File: src/rtl/ascon_fsm_if.sv
// Handshake and control bundle between the ASCON-128 sequencer and its environment.
// The master drives start/data-valid; the slave (ascon_fsm) drives the permutation controls.
interface ascon_fsm_if;
  logic       start_i;
  logic [3:0] nb_blocks_i;
  logic       data_valid_i;
  logic       data_ack_o;
  logic       data_sel_o;
  logic       select_o;
  logic       enable_o;
  logic [3:0] round_o;
  logic [1:0] etat_up_o;
  logic [1:0] etat_down_o;
  logic       cipher_valid_o;
  logic       tag_valid_o;
  logic       busy_o;
  logic [3:0] block_idx_o;

  modport master (
    output start_i, nb_blocks_i, data_valid_i,
    input  data_ack_o, data_sel_o, select_o, enable_o, round_o, etat_up_o,
           etat_down_o, cipher_valid_o, tag_valid_o, busy_o, block_idx_o
  );

  modport slave (
    input  start_i, nb_blocks_i, data_valid_i,
    output data_ack_o, data_sel_o, select_o, enable_o, round_o, etat_up_o,
           etat_down_o, cipher_valid_o, tag_valid_o, busy_o, block_idx_o
  );
endinterface

File: src/rtl/ascon_fsm.sv
// ASCON-128 encryption sequencer: steps a permutation_xor datapath through
// initialisation, one AD block, N plaintext blocks and finalisation.
module ascon_fsm (
  input  logic        clock_i,
  input  logic        reset_i,
  ascon_fsm_if.slave  bus
);

  typedef enum logic [2:0] {
    S_IDLE, S_INIT, S_WAIT_AD, S_AD, S_WAIT_PT, S_PT, S_FINAL, S_END
  } state_t;

  state_t     state_q, state_d;
  logic [3:0] cnt_q, cnt_d;
  logic [3:0] idx_q, idx_d;
  logic [3:0] n_q, n_d;
  logic [3:0] blk_s;
  logic       last_s;

  logic       data_ack_s, data_sel_s, select_s, enable_s;
  logic       cipher_valid_s, tag_valid_s, busy_s;
  logic [1:0] etat_up_s, etat_down_s;

  always_ff @(posedge clock_i or posedge reset_i) begin
    if (reset_i) begin
      state_q <= S_IDLE;
      cnt_q   <= 4'd0;
      idx_q   <= 4'd0;
      n_q     <= 4'd1;
    end else begin
      state_q <= state_d;
      cnt_q   <= cnt_d;
      idx_q   <= idx_d;
      n_q     <= n_d;
    end
  end

  // Index of the block that follows the current phase; the last one goes through FINAL.
  always_comb begin
    if (state_q == S_PT) begin
      blk_s = idx_q + 4'd1;
    end else if (state_q == S_AD) begin
      blk_s = 4'd0;
    end else begin
      blk_s = idx_q;
    end
    last_s = (blk_s == (n_q - 4'd1));
  end

  always_comb begin
    state_d = state_q;
    cnt_d   = cnt_q;
    idx_d   = idx_q;
    n_d     = n_q;
    case (state_q)
      S_IDLE: begin
        if (bus.start_i) begin
          state_d = S_INIT;
          cnt_d   = 4'd0;
          idx_d   = 4'd0;
          n_d     = (bus.nb_blocks_i == 4'd0) ? 4'd1 : bus.nb_blocks_i;
        end else begin
          state_d = S_IDLE;
        end
      end
      S_INIT: begin
        if (cnt_q != 4'd11) begin
          cnt_d = cnt_q + 4'd1;
        end else if (bus.data_valid_i) begin
          state_d = S_AD;
          cnt_d   = 4'd6;
        end else begin
          state_d = S_WAIT_AD;
        end
      end
      S_WAIT_AD: begin
        if (bus.data_valid_i) begin
          state_d = S_AD;
          cnt_d   = 4'd6;
        end else begin
          state_d = S_WAIT_AD;
        end
      end
      S_AD, S_PT, S_WAIT_PT: begin
        if ((state_q != S_WAIT_PT) && (cnt_q != 4'd11)) begin
          cnt_d = cnt_q + 4'd1;
        end else begin
          idx_d = blk_s;
          if (bus.data_valid_i) begin
            state_d = last_s ? S_FINAL : S_PT;
            cnt_d   = last_s ? 4'd0 : 4'd6;
          end else begin
            state_d = S_WAIT_PT;
          end
        end
      end
      S_FINAL: begin
        if (cnt_q != 4'd11) begin
          cnt_d = cnt_q + 4'd1;
        end else begin
          state_d = S_END;
        end
      end
      S_END: begin
        state_d = S_IDLE;
        cnt_d   = 4'd0;
        idx_d   = 4'd0;
      end
      default: begin
        state_d = S_IDLE;
        cnt_d   = 4'd0;
        idx_d   = 4'd0;
      end
    endcase
  end

  // Moore output decode from state and round counter.
  always_comb begin
    data_ack_s     = 1'b0;
    data_sel_s     = 1'b0;
    select_s       = 1'b0;
    enable_s       = 1'b0;
    etat_up_s      = 2'd0;
    etat_down_s    = 2'd0;
    cipher_valid_s = 1'b0;
    tag_valid_s    = 1'b0;
    busy_s         = (state_q != S_IDLE);
    case (state_q)
      S_INIT: begin
        enable_s    = 1'b1;
        select_s    = (cnt_q == 4'd0);
        etat_down_s = (cnt_q == 4'd11) ? 2'd2 : 2'd0;
      end
      S_AD: begin
        enable_s    = 1'b1;
        data_ack_s  = (cnt_q == 4'd6);
        etat_up_s   = (cnt_q == 4'd6) ? 2'd1 : 2'd0;
        etat_down_s = (cnt_q == 4'd11) ? 2'd1 : 2'd0;
      end
      S_PT: begin
        enable_s       = 1'b1;
        data_sel_s     = 1'b1;
        data_ack_s     = (cnt_q == 4'd6);
        cipher_valid_s = (cnt_q == 4'd6);
        etat_up_s      = (cnt_q == 4'd6) ? 2'd1 : 2'd0;
      end
      S_FINAL: begin
        enable_s       = 1'b1;
        data_sel_s     = 1'b1;
        data_ack_s     = (cnt_q == 4'd0);
        cipher_valid_s = (cnt_q == 4'd0);
        etat_up_s      = (cnt_q == 4'd0) ? 2'd3 : 2'd0;
        etat_down_s    = (cnt_q == 4'd11) ? 2'd2 : 2'd0;
      end
      S_END: begin
        tag_valid_s = 1'b1;
      end
      default: begin
        enable_s = 1'b0;
      end
    endcase
  end

  assign bus.data_ack_o     = data_ack_s;
  assign bus.data_sel_o     = data_sel_s;
  assign bus.select_o       = select_s;
  assign bus.enable_o       = enable_s;
  assign bus.round_o        = cnt_q;
  assign bus.etat_up_o      = etat_up_s;
  assign bus.etat_down_o    = etat_down_s;
  assign bus.cipher_valid_o = cipher_valid_s;
  assign bus.tag_valid_o    = tag_valid_s;
  assign bus.busy_o         = busy_s;
  assign bus.block_idx_o    = idx_q;

endmodule

File: src/flat_wrapper.sv
// flat-port wrapper written by rule: the top's interface ports become plain ports
module ascon_fsm_flat 
  (clock_i, reset_i, bus_start_i, bus_nb_blocks_i, bus_data_valid_i, bus_data_ack_o, bus_data_sel_o, bus_select_o, bus_enable_o, bus_round_o, bus_etat_up_o, bus_etat_down_o, bus_cipher_valid_o, bus_tag_valid_o, bus_busy_o, bus_block_idx_o);
  ascon_fsm_if bus_i ();
  input  logic clock_i;
  input  logic reset_i;
  input wire logic [$bits(bus_i.start_i)-1:0] bus_start_i;
  input wire logic [$bits(bus_i.nb_blocks_i)-1:0] bus_nb_blocks_i;
  input wire logic [$bits(bus_i.data_valid_i)-1:0] bus_data_valid_i;
  output wire logic [$bits(bus_i.data_ack_o)-1:0] bus_data_ack_o;
  output wire logic [$bits(bus_i.data_sel_o)-1:0] bus_data_sel_o;
  output wire logic [$bits(bus_i.select_o)-1:0] bus_select_o;
  output wire logic [$bits(bus_i.enable_o)-1:0] bus_enable_o;
  output wire logic [$bits(bus_i.round_o)-1:0] bus_round_o;
  output wire logic [$bits(bus_i.etat_up_o)-1:0] bus_etat_up_o;
  output wire logic [$bits(bus_i.etat_down_o)-1:0] bus_etat_down_o;
  output wire logic [$bits(bus_i.cipher_valid_o)-1:0] bus_cipher_valid_o;
  output wire logic [$bits(bus_i.tag_valid_o)-1:0] bus_tag_valid_o;
  output wire logic [$bits(bus_i.busy_o)-1:0] bus_busy_o;
  output wire logic [$bits(bus_i.block_idx_o)-1:0] bus_block_idx_o;
  assign bus_i.start_i = bus_start_i;
  assign bus_i.nb_blocks_i = bus_nb_blocks_i;
  assign bus_i.data_valid_i = bus_data_valid_i;
  assign bus_data_ack_o = bus_i.data_ack_o;
  assign bus_data_sel_o = bus_i.data_sel_o;
  assign bus_select_o = bus_i.select_o;
  assign bus_enable_o = bus_i.enable_o;
  assign bus_round_o = bus_i.round_o;
  assign bus_etat_up_o = bus_i.etat_up_o;
  assign bus_etat_down_o = bus_i.etat_down_o;
  assign bus_cipher_valid_o = bus_i.cipher_valid_o;
  assign bus_tag_valid_o = bus_i.tag_valid_o;
  assign bus_busy_o = bus_i.busy_o;
  assign bus_block_idx_o = bus_i.block_idx_o;
  ascon_fsm u_core (.clock_i(clock_i), .reset_i(reset_i), .bus(bus_i));
endmodule
File: config.mk
export PLATFORM = sky130hd
export DESIGN_NAME = ascon_fsm_flat
export DESIGN_NICKNAME = d
export VERILOG_FILES = /design/src/rtl/ascon_fsm_if.sv /design/src/rtl/ascon_fsm.sv /design/src/flat_wrapper.sv
export SDC_FILE = /design/constraint.sdc
export NUM_CORES = 1
export LEC_CHECK = 0
export ABC_AREA = 0
export CELL_PAD_IN_SITES_DETAIL_PLACEMENT = 0
export CELL_PAD_IN_SITES_GLOBAL_PLACEMENT = 1
export CORE_MARGIN = 2
export CORE_UTILIZATION = 40
export DETAILED_ROUTE_END_ITERATION = 6
export HOLD_SLACK_MARGIN = 0.06
export PLACE_DENSITY_LB_ADDON = 0.1
export SYNTH_ARGS = -nofsm -noshare
export SYNTH_HDL_FRONTEND = slang
export SYNTH_SLANG_ARGS = --single-unit
File: constraint.sdc
create_clock -name clock_i -period 4.9 [get_ports clock_i]
set_clock_uncertainty 0.2 [all_clocks]
set_input_delay 0.49 -clock clock_i [delete_from_list [all_inputs] [get_ports clock_i]]
set_output_delay 0.49 -clock clock_i [all_outputs]
set_load 0.02 [all_outputs]
==> results of run 1 <==
[final cells by class]
class                   instances  area (um2)
clock buffers                   3        22.5
clock inverters                 1        5.00
fillers                       360        1670
inverters                       8        30.0
multi-input cells             146         917
flip-flops and latches         15         377
well taps                      46        57.6
repair buffers                 26         260
[stage by stage]
| stage | utilization | power [W] | setup slack (ns) | hold WS, ns |
|---|---|---|---|---|
| after detailed placement | 0.492 | 0.000954 | 1.83 | 0.313 |
| after CTS | 0.500 | 0.00104 | 1.49 | 0.334 |
| after floorplan | - | 0.000776 | 2.48 | 0.191 |
| final | 0.500 | 0.00104 | 1.48 | 0.332 |
| after global routing | 0.500 | 0.00113 | 1.29 | 0.361 |
| after global placement | 0.492 | 0.000942 | 1.90 | 0.295 |
[where the power goes]
| group | switching (W) | internal [W] | leakage, nW |
|---|---|---|---|
| Clock | 0.0000471 | 0.0000303 | 0.0177 |
| Combinational | 0.000379 | 0.000291 | 0.473 |
| Sequential | 0.000117 | 0.000174 | 0.185 |
[state kept, by name, indices dropped and copies added (netlist names)]
register,cells
u_core.state_q,3
u_core.bus.block_idx_o,4
u_core.n_q,4
u_core.bus.round_o,4
[placed cells by master (no fill, tap or decap), types with 4 or more instances in the layout]
master,instances
sky130_fd_sc_hd__nand2_1,22
sky130_fd_sc_hd__o31ai_1,4
sky130_fd_sc_hd__o21ai_1,11
sky130_fd_sc_hd__clkdlybuf4s50_1,26
sky130_fd_sc_hd__nor3_1,6
sky130_fd_sc_hd__xnor2_1,7
sky130_fd_sc_hd__a21oi_1,11
sky130_fd_sc_hd__dfrtp_1,14
sky130_fd_sc_hd__o21ai_0,11
sky130_fd_sc_hd__nor2b_1,5
sky130_fd_sc_hd__inv_1,8
sky130_fd_sc_hd__ha_1,5
sky130_fd_sc_hd__nor2_1,13
[layer usage]
| metal | global-route usage | vias up | routed length, um |
|---|---|---|---|
| met5 | 0 | - | 0 |
| met4 | 0.100 | 0 | 113 |
| met3 | 0.0196 | 10 | 136 |
| met2 | 0.334 | 43 | 1770 |
| met1 | 0.272 | 664 | 1820 |
| li1 | - | 708 | - |
[critical path, stage by stage, from the launching register on]
cell and delay [ns]:
sky130_fd_sc_hd__dfrtp_1 0.78, sky130_fd_sc_hd__nand2_1 0.40, sky130_fd_sc_hd__or3_1 0.44, sky130_fd_sc_hd__a21oi_1 0.19, sky130_fd_sc_hd__clkdlybuf4s50_1 0.63
[path summary, 6_finish.rpt]
path                            cells past startpoint                         to              start
worst min-delay path                                2              u_core.n_q[0]      u_core.n_q[0]
worst max-delay path                                4             bus_data_ack_o  u_core.state_q[1]
max in group asynchronous                           2  u_core.bus.block_idx_o[0]            reset_i
worst max register to register                      6          u_core.state_q[1]  u_core.state_q[2]
worst min register to register                      2              u_core.n_q[0]      u_core.n_q[0]
min in group asynchronous                           2  u_core.bus.block_idx_o[1]            reset_i
[kinds of logic (layout without fill, tap and decap cells)]
family / count (synthesis) / after routing / share of synthesized area
mux: 3 / 3 / 0.0241
compound gates: 65 / 65 / 0.302
flops: 15 / 15 / 0.269
xor+xnor: 7 / 7 / 0.0438
fa+ha+maj: 5 / 5 / 0.0447
buf+inv: 22 / 38 / 0.0751
simple gates: 66 / 66 / 0.241
==> results.md, run 1 <==
| Stage | Item | Reported |
|:---|:---|:---|
| detailed routing | 1st-pass router iterations | 4 |
| layout | Non-Filler Instances | 245 |
| grt | Grt ovf | 0 |
| logic synthesis | Most used standard cell by instance count after synthesis | sky130_fd_sc_hd__nand2_1 |
| clock network | Clk Tree Root Cell | sky130_fd_sc_hd__clkbuf_4 |
| worst setup path | CP Data Arrival Time | 2.73 ns |
| clock network | H-tree depth | 1 |
| placed design | HPWL Detailed | 2.77 mm |
| logic synthesis | Yosys top cell by area | sky130_fd_sc_hd__dfrtp_1 |
| power | Worst vdd rail ir drop | 0.263 mV |
| worst setup path | Critical Setup Path Class | reg -> out |
| clock network | Clock tree from TritonCTS | yes |
| floorplan | Vertical die dimension | 63.1 um |
| clock network | Clock-pin transition on the worst setup and hold timing paths | 0.11 ns |
| logic synthesis | Commonest register cell after synthesis | sky130_fd_sc_hd__dfrtp_1 |
| floorplan | Top Ports | 27 |
| grt | Global-route wire length before repair | 6.57 mm |
| clock network | Maximum buffer depth of the clock tree | 2 |
| grt | Via count of the first global-routing pass | 1401 |
| sta | RSZ-0062 raised after global routing | no |
| sta | Maximum clock frequency | 292 MHz |
| logic synthesis | Synthesized netlist cell count | 183 |
| floorplan | Site Rows | 21 |
| logic synthesis | Post-synth EDFFs | 0 |
| logic synthesis | Number of distinct library cell variants in the gate-level netlist after synthesis | 48 |
| sta | Fraction of the cycle the final worst path needs | 0.698 |
| layout | Number of nets in the layout | 213 |
| worst setup path | Crit path required time | 4.21 ns |
| placed design | RD Place Congestion | 0.844 |
| logic synthesis | Yosys top cell area share | 0.250 |
| clock network | Hold_buf cts | 0 |
| worst setup path | CP max FO | 24 |
| placed design | Placed instance count | 241 |
| logic synthesis | Asr flop ratio synth | 1.00 |
| floorplan | Die X | 63.1 um |
| worst setup path | Kind of capture point of the worst setup path | output port |
| layout | Fraction of layout cells with a size suffix above 1 | 0.0452 |
| detailed routing | Detailed-route vias per instance | 5.82 |
| sta | Finish-stage setup viols | 0 |
| sta | Count of endpoints failing hold in the final timing report | 0 |
| logic synthesis | Total nets after synthesis | 196 |
| clock network | Number of gates resized after CTS | 0 |
| worst setup path | R2r setup slk | 1.96 ns |
| detailed routing | Wire per inst | 15.7 um |
| detailed routing | Total number of vias | 1425 |
| layout | ANT cells | 0 |
| grt | Maximum number of pins on one net before global-route repair | 29 |
| clock network | Total clock sinks | 15 |
| floorplan | Core Box Area | 3340 um2 |
| run status | Status | finished, final reports clean |
| layout | Area overhead of the layout relative to synthesis | 19.3% |
| sta | Max_slew headroom | 0.435 |
| sta | Measured slew at the worst slew-check pin | 0.848 ns |
| logic synthesis | Synth Register Bits | 15 |
| clock network | Clock insertion delay at the later pin of the skew report | 0.29 ns |
| logic synthesis | Area of the mapped netlist | 1400 um2 |
| detailed routing | Number of DRC markers in iteration 0 | 123 |
| power | Leak Pwr | 0.675 nW |
| detailed routing | # DRC | 0 |
| logic synthesis | Syn avg cell area | 7.64 um2 |
| grt | All-Layer GR Usage | 0.205 |
| power | Total power per unit cell area | 622 nW/um2 |
| flow run | Number of maximum-capacitance constraint violations | 0 |
| placed design | Number of I/O port buffers | 26 |
| logic synthesis | Top post-synthesis cells by area | sky130_fd_sc_hd__dfrtp_1 (25%), sky130_fd_sc_hd__nand2_1 (5.9%), sky130_fd_sc_hd__ha_1 (4.5%) |
| logic synthesis | Syn. warnings | 0 |
| sta | Final TNS setup | 0 ns |
| floorplan | Die area | 3990 um2 |
| detailed routing | Number of nets still failing antenna checks after routing | 0 |
| logic synthesis | List of most frequent post-synthesis cells | sky130_fd_sc_hd__nand2_1 (22), sky130_fd_sc_hd__dfrtp_1 (14), sky130_fd_sc_hd__nor2_1 (13) |
| clock network | TritonCTS buffer count | 3 |
| logic synthesis | Fraction of the yosys area taken by sequential cells | 0.269 |
| min path | Worst min-delay path category | reg -> reg |
| sta | Minimum period implied by the final worst setup slack | 3.42 ns |
| worst setup path | Startpoint type of the worst setup path | register |
| placed design | Post-DP Area | 1640 um2 |
| clock network | Number of setup buffers added after CTS | 0 |
| sta | Final Slew Violations | 0 |
| grt | Initial antenna violation count | 0 |
| detailed routing | Final wirelength | 3.84 mm |
| layout | Summed area of non-filler cells in the final layout | 1670 um2 |
| floorplan | Initial cell density of the core | 0.419 |
Note: power is estimated with default switching activity, not from simulation.
==> run 2, diff against run 1 <==
Settings changed: CORE_UTILIZATION 40 to 38.
Clock period 4.9 ns to 3.55 ns, I/O delays scaled along.
==> run 2 against run 1 <==
  * Core utilization is 2.8 points lower
  * Total power is 43% higher
  * Design area is 2.1% higher
  * Global-route usage is 0.74 points lower
  * Critical path type unchanged
  * Clock power is 86% higher
  * Sequential power is 36% higher
  * Worst hold slack worse by 0.061 ns
  * Critical path depth is 1 higher
  * Wire length is 0.78% lower
  * First-iteration DRC count is 4.1% lower
==> results.md, run 2 (synthesis results as in run 1) <==
| Stage | Item | Reported | Change |
|:---|:---|:---|:---|
| clock network | Hold_buf cts | 0 | unchanged |
| detailed routing | 1st-pass router iterations | 4 | unchanged |
| detailed routing | # DRC | 0 | unchanged |
| worst setup path | Kind of cell adding the most delay to the critical path | flip-flops |  |
| grt | Global-route wire length before repair | 6.38 mm | -2.9% |
| clock network | H-tree depth | 1 | unchanged |
| clock network | Clock-pin transition on the worst setup and hold timing paths | 0.07 ns | -0.04 ns |
| clock network | Total clock sinks | 15 | unchanged |
| detailed routing | Number of nets still failing antenna checks after routing | 0 | unchanged |
| floorplan | Top Ports | 27 | unchanged |
| layout | Area overhead of the layout relative to synthesis | 21.8% |  |
| sta | Measured slew at the worst slew-check pin | 0.709 ns | -0.139 ns |
| clock network | Number of setup buffers added after CTS | 0 | unchanged |
| worst setup path | Count of cells along the worst register-to-register path | 6 | unchanged |
| sta | Final TNS setup | 0 ns | unchanged |
| detailed routing | Detailed-route vias per instance | 5.73 | -1.5% |
| detailed routing | Total number of vias | 1427 | +0.14% |
| floorplan | Vertical die dimension | 64.7 um | +2.4% |
| worst setup path | R2r setup slk | 0.93 ns | -1.03 ns |
| detailed routing | Wire per inst | 15.3 um | -2.4% |
| placed design | HPWL Detailed | 2.80 mm | +1.0% |
| worst setup path | Slowest cell on crit path | sky130_fd_sc_hd__dfrtp_1 |  |
| layout | Number of nets in the layout | 215 | +0.94% |
| worst setup path | Critical path's largest stage delay | 0.80 ns | +0.02 ns |
| floorplan | Die area | 4180 um2 | +4.9% |
| grt | Via count of the first global-routing pass | 1309 | -6.6% |
| clock network | Clock tree from TritonCTS | yes |  |
| sta | Final Slew Violations | 0 | unchanged |
| grt | Maximum number of pins on one net before global-route repair | 25 | -14% |
| sta | RSZ-0062 raised after global routing | no |  |
| worst setup path | CP max FO | 24 | unchanged |
| sta | Finish-stage setup viols | 0 | unchanged |
| worst setup path | WP depth | 5 | +1 |
| sta | Maximum clock frequency | 328 MHz |  |
| floorplan | Initial cell density of the core | 0.388 | -0.0313 |
| clock network | Maximum buffer depth of the clock tree | 2 | unchanged |
| layout | Commonest cells after routing, fill and taps aside | sky130_fd_sc_hd__clkdlybuf4s50_1 (26), sky130_fd_sc_hd__nand2_1 (22), sky130_fd_sc_hd__dfrtp_1 (14), sky130_fd_sc_hd__nor2_1 (13) |  |
| worst setup path | Startpoint type of the worst setup path | register |  |
| sta | Max_slew headroom | 0.527 | +0.0924 |
| sta | Count of endpoints failing hold in the final timing report | 0 | unchanged |
| detailed routing | Number of DRC markers in iteration 0 | 118 | -4.1% |
| power | Total power per unit cell area | 871 nW/um2 | +40% |
| floorplan | Core Box Area | 3610 um2 | +8.1% |
| worst setup path | Buffers & Inverters on Critical Path | 1 | unchanged |
| worst setup path | Critical Setup Path Class | reg -> out |  |
| worst setup path | List of cells traversed by the critical path | nand2b_1 -> o22ai_1 -> nand2_1 -> a21oi_1 -> clkdlybuf4s50_1 |  |
| worst setup path | Crit path required time | 2.99 ns | -1.22 ns |
| min path | Worst min-delay path category | in -> async |  |
| detailed routing | Final wirelength | 3.81 mm | -0.78% |
| grt | All-Layer GR Usage | 0.198 | -0.00737 |
| sta | Fraction of the cycle the final worst path needs | 0.859 |  |
| sta | Minimum period implied by the final worst setup slack | 3.05 ns |  |
| layout | Most common library cell in the layout ignoring fill and taps | sky130_fd_sc_hd__clkdlybuf4s50_1 |  |
| clock network | Clock insertion delay at the later pin of the skew report | 0.25 ns | -0.04 ns |
| power | Post-route total power | 0.00148 W | +43% |
| power | Worst vdd rail ir drop | 0.301 mV | +14% |
| floorplan | Die X | 64.7 um | +2.4% |
| clock network | Number of gates resized after CTS | 0 | unchanged |
| layout | ANT cells | 0 | unchanged |
| placed design | RD Place Congestion | 0.871 | +3.1% |
| flow run | Number of maximum-capacitance constraint violations | 0 | unchanged |
| worst setup path | CP Data Arrival Time | 2.49 ns | -0.24 ns |
| power | Leak Pwr | 0.691 nW | +2.3% |
| placed design | Number of I/O port buffers | 26 | unchanged |
| clock network | TritonCTS buffer count | 3 | unchanged |
| floorplan | Site Rows | 22 | +4.8% |
| run status | Status | finished, final reports clean |  |
| grt | Initial antenna violation count | 0 | unchanged |
| clock network | Clk Tree Root Cell | sky130_fd_sc_hd__clkbuf_8 |  |
| worst setup path | Kind of capture point of the worst setup path | output port |  |
| grt | Grt ovf | 0 | unchanged |
| layout | Fraction of layout cells with a size suffix above 1 | 0.0498 | +0.00453 |
## run 2: cell count changes in the layout (fill, tap and decap cells not counted), sizes merged
cell	change
clkinv	-1
buf	+2
clkbuf	+1
## run 2: layer usage
layer,track usage,vias up,share of wire
met5,0,-,0
met2,0.327,32,0.48
met4,0.0798,0,0.015
met1,0.262,683,0.47
met3,0.0243,5,0.035
li1,-,707,-
## run 2: area by class of cell
| cell class | instances | area (um2) |
|---|---|---|
| inverter | 8 | 30.0 |
| sequential | 15 | 377 |
| fill | 364 | 1900 |
| multi-input combinational | 146 | 917 |
| timing repair buffer | 28 | 275 |
| tap | 48 | 60.1 |
| clock buffer | 4 | 45.0 |
## run 2: where the power goes
group	internal (W)	leakage [nW]	switching (W)
combinational	0.000414	0.483	0.000531
clock	0.0000796	0.0228	0.0000648
sequential	0.000241	0.185	0.000155
total	0.000734	0.691	0.000751
## run 2: path summary, 6_finish.rpt
path	start	to
max reg2reg	u_core.state_q[1]	u_core.bus.round_o[2]
min in group clock_i	u_core.n_q[3]	u_core.n_q[3]
min reg2reg	u_core.n_q[3]	u_core.n_q[3]
max	u_core.state_q[1]	bus_data_ack_o
min	reset_i	u_core.bus.block_idx_o[0]
max in group asynchronous	reset_i	u_core.bus.block_idx_o[3]
## run 2: stage by stage
stage / std cells / area [um2] / setup WS, ns / util / hold slack [ns]
finish: 249 / 1700 / 0.501 / 0.473 / 0.272
global route: 249 / 1700 / 0.335 / 0.473 / 0.327
CTS: 249 / 1700 / 0.528 / 0.473 / 0.305
detailed placement: 245 / 1660 / 0.820 / 0.460 / 0.309
global placement: 245 / 1660 / 0.845 / 0.460 / 0.304
floorplan: 183 / 1400 / 1.20 / - / 0.0558
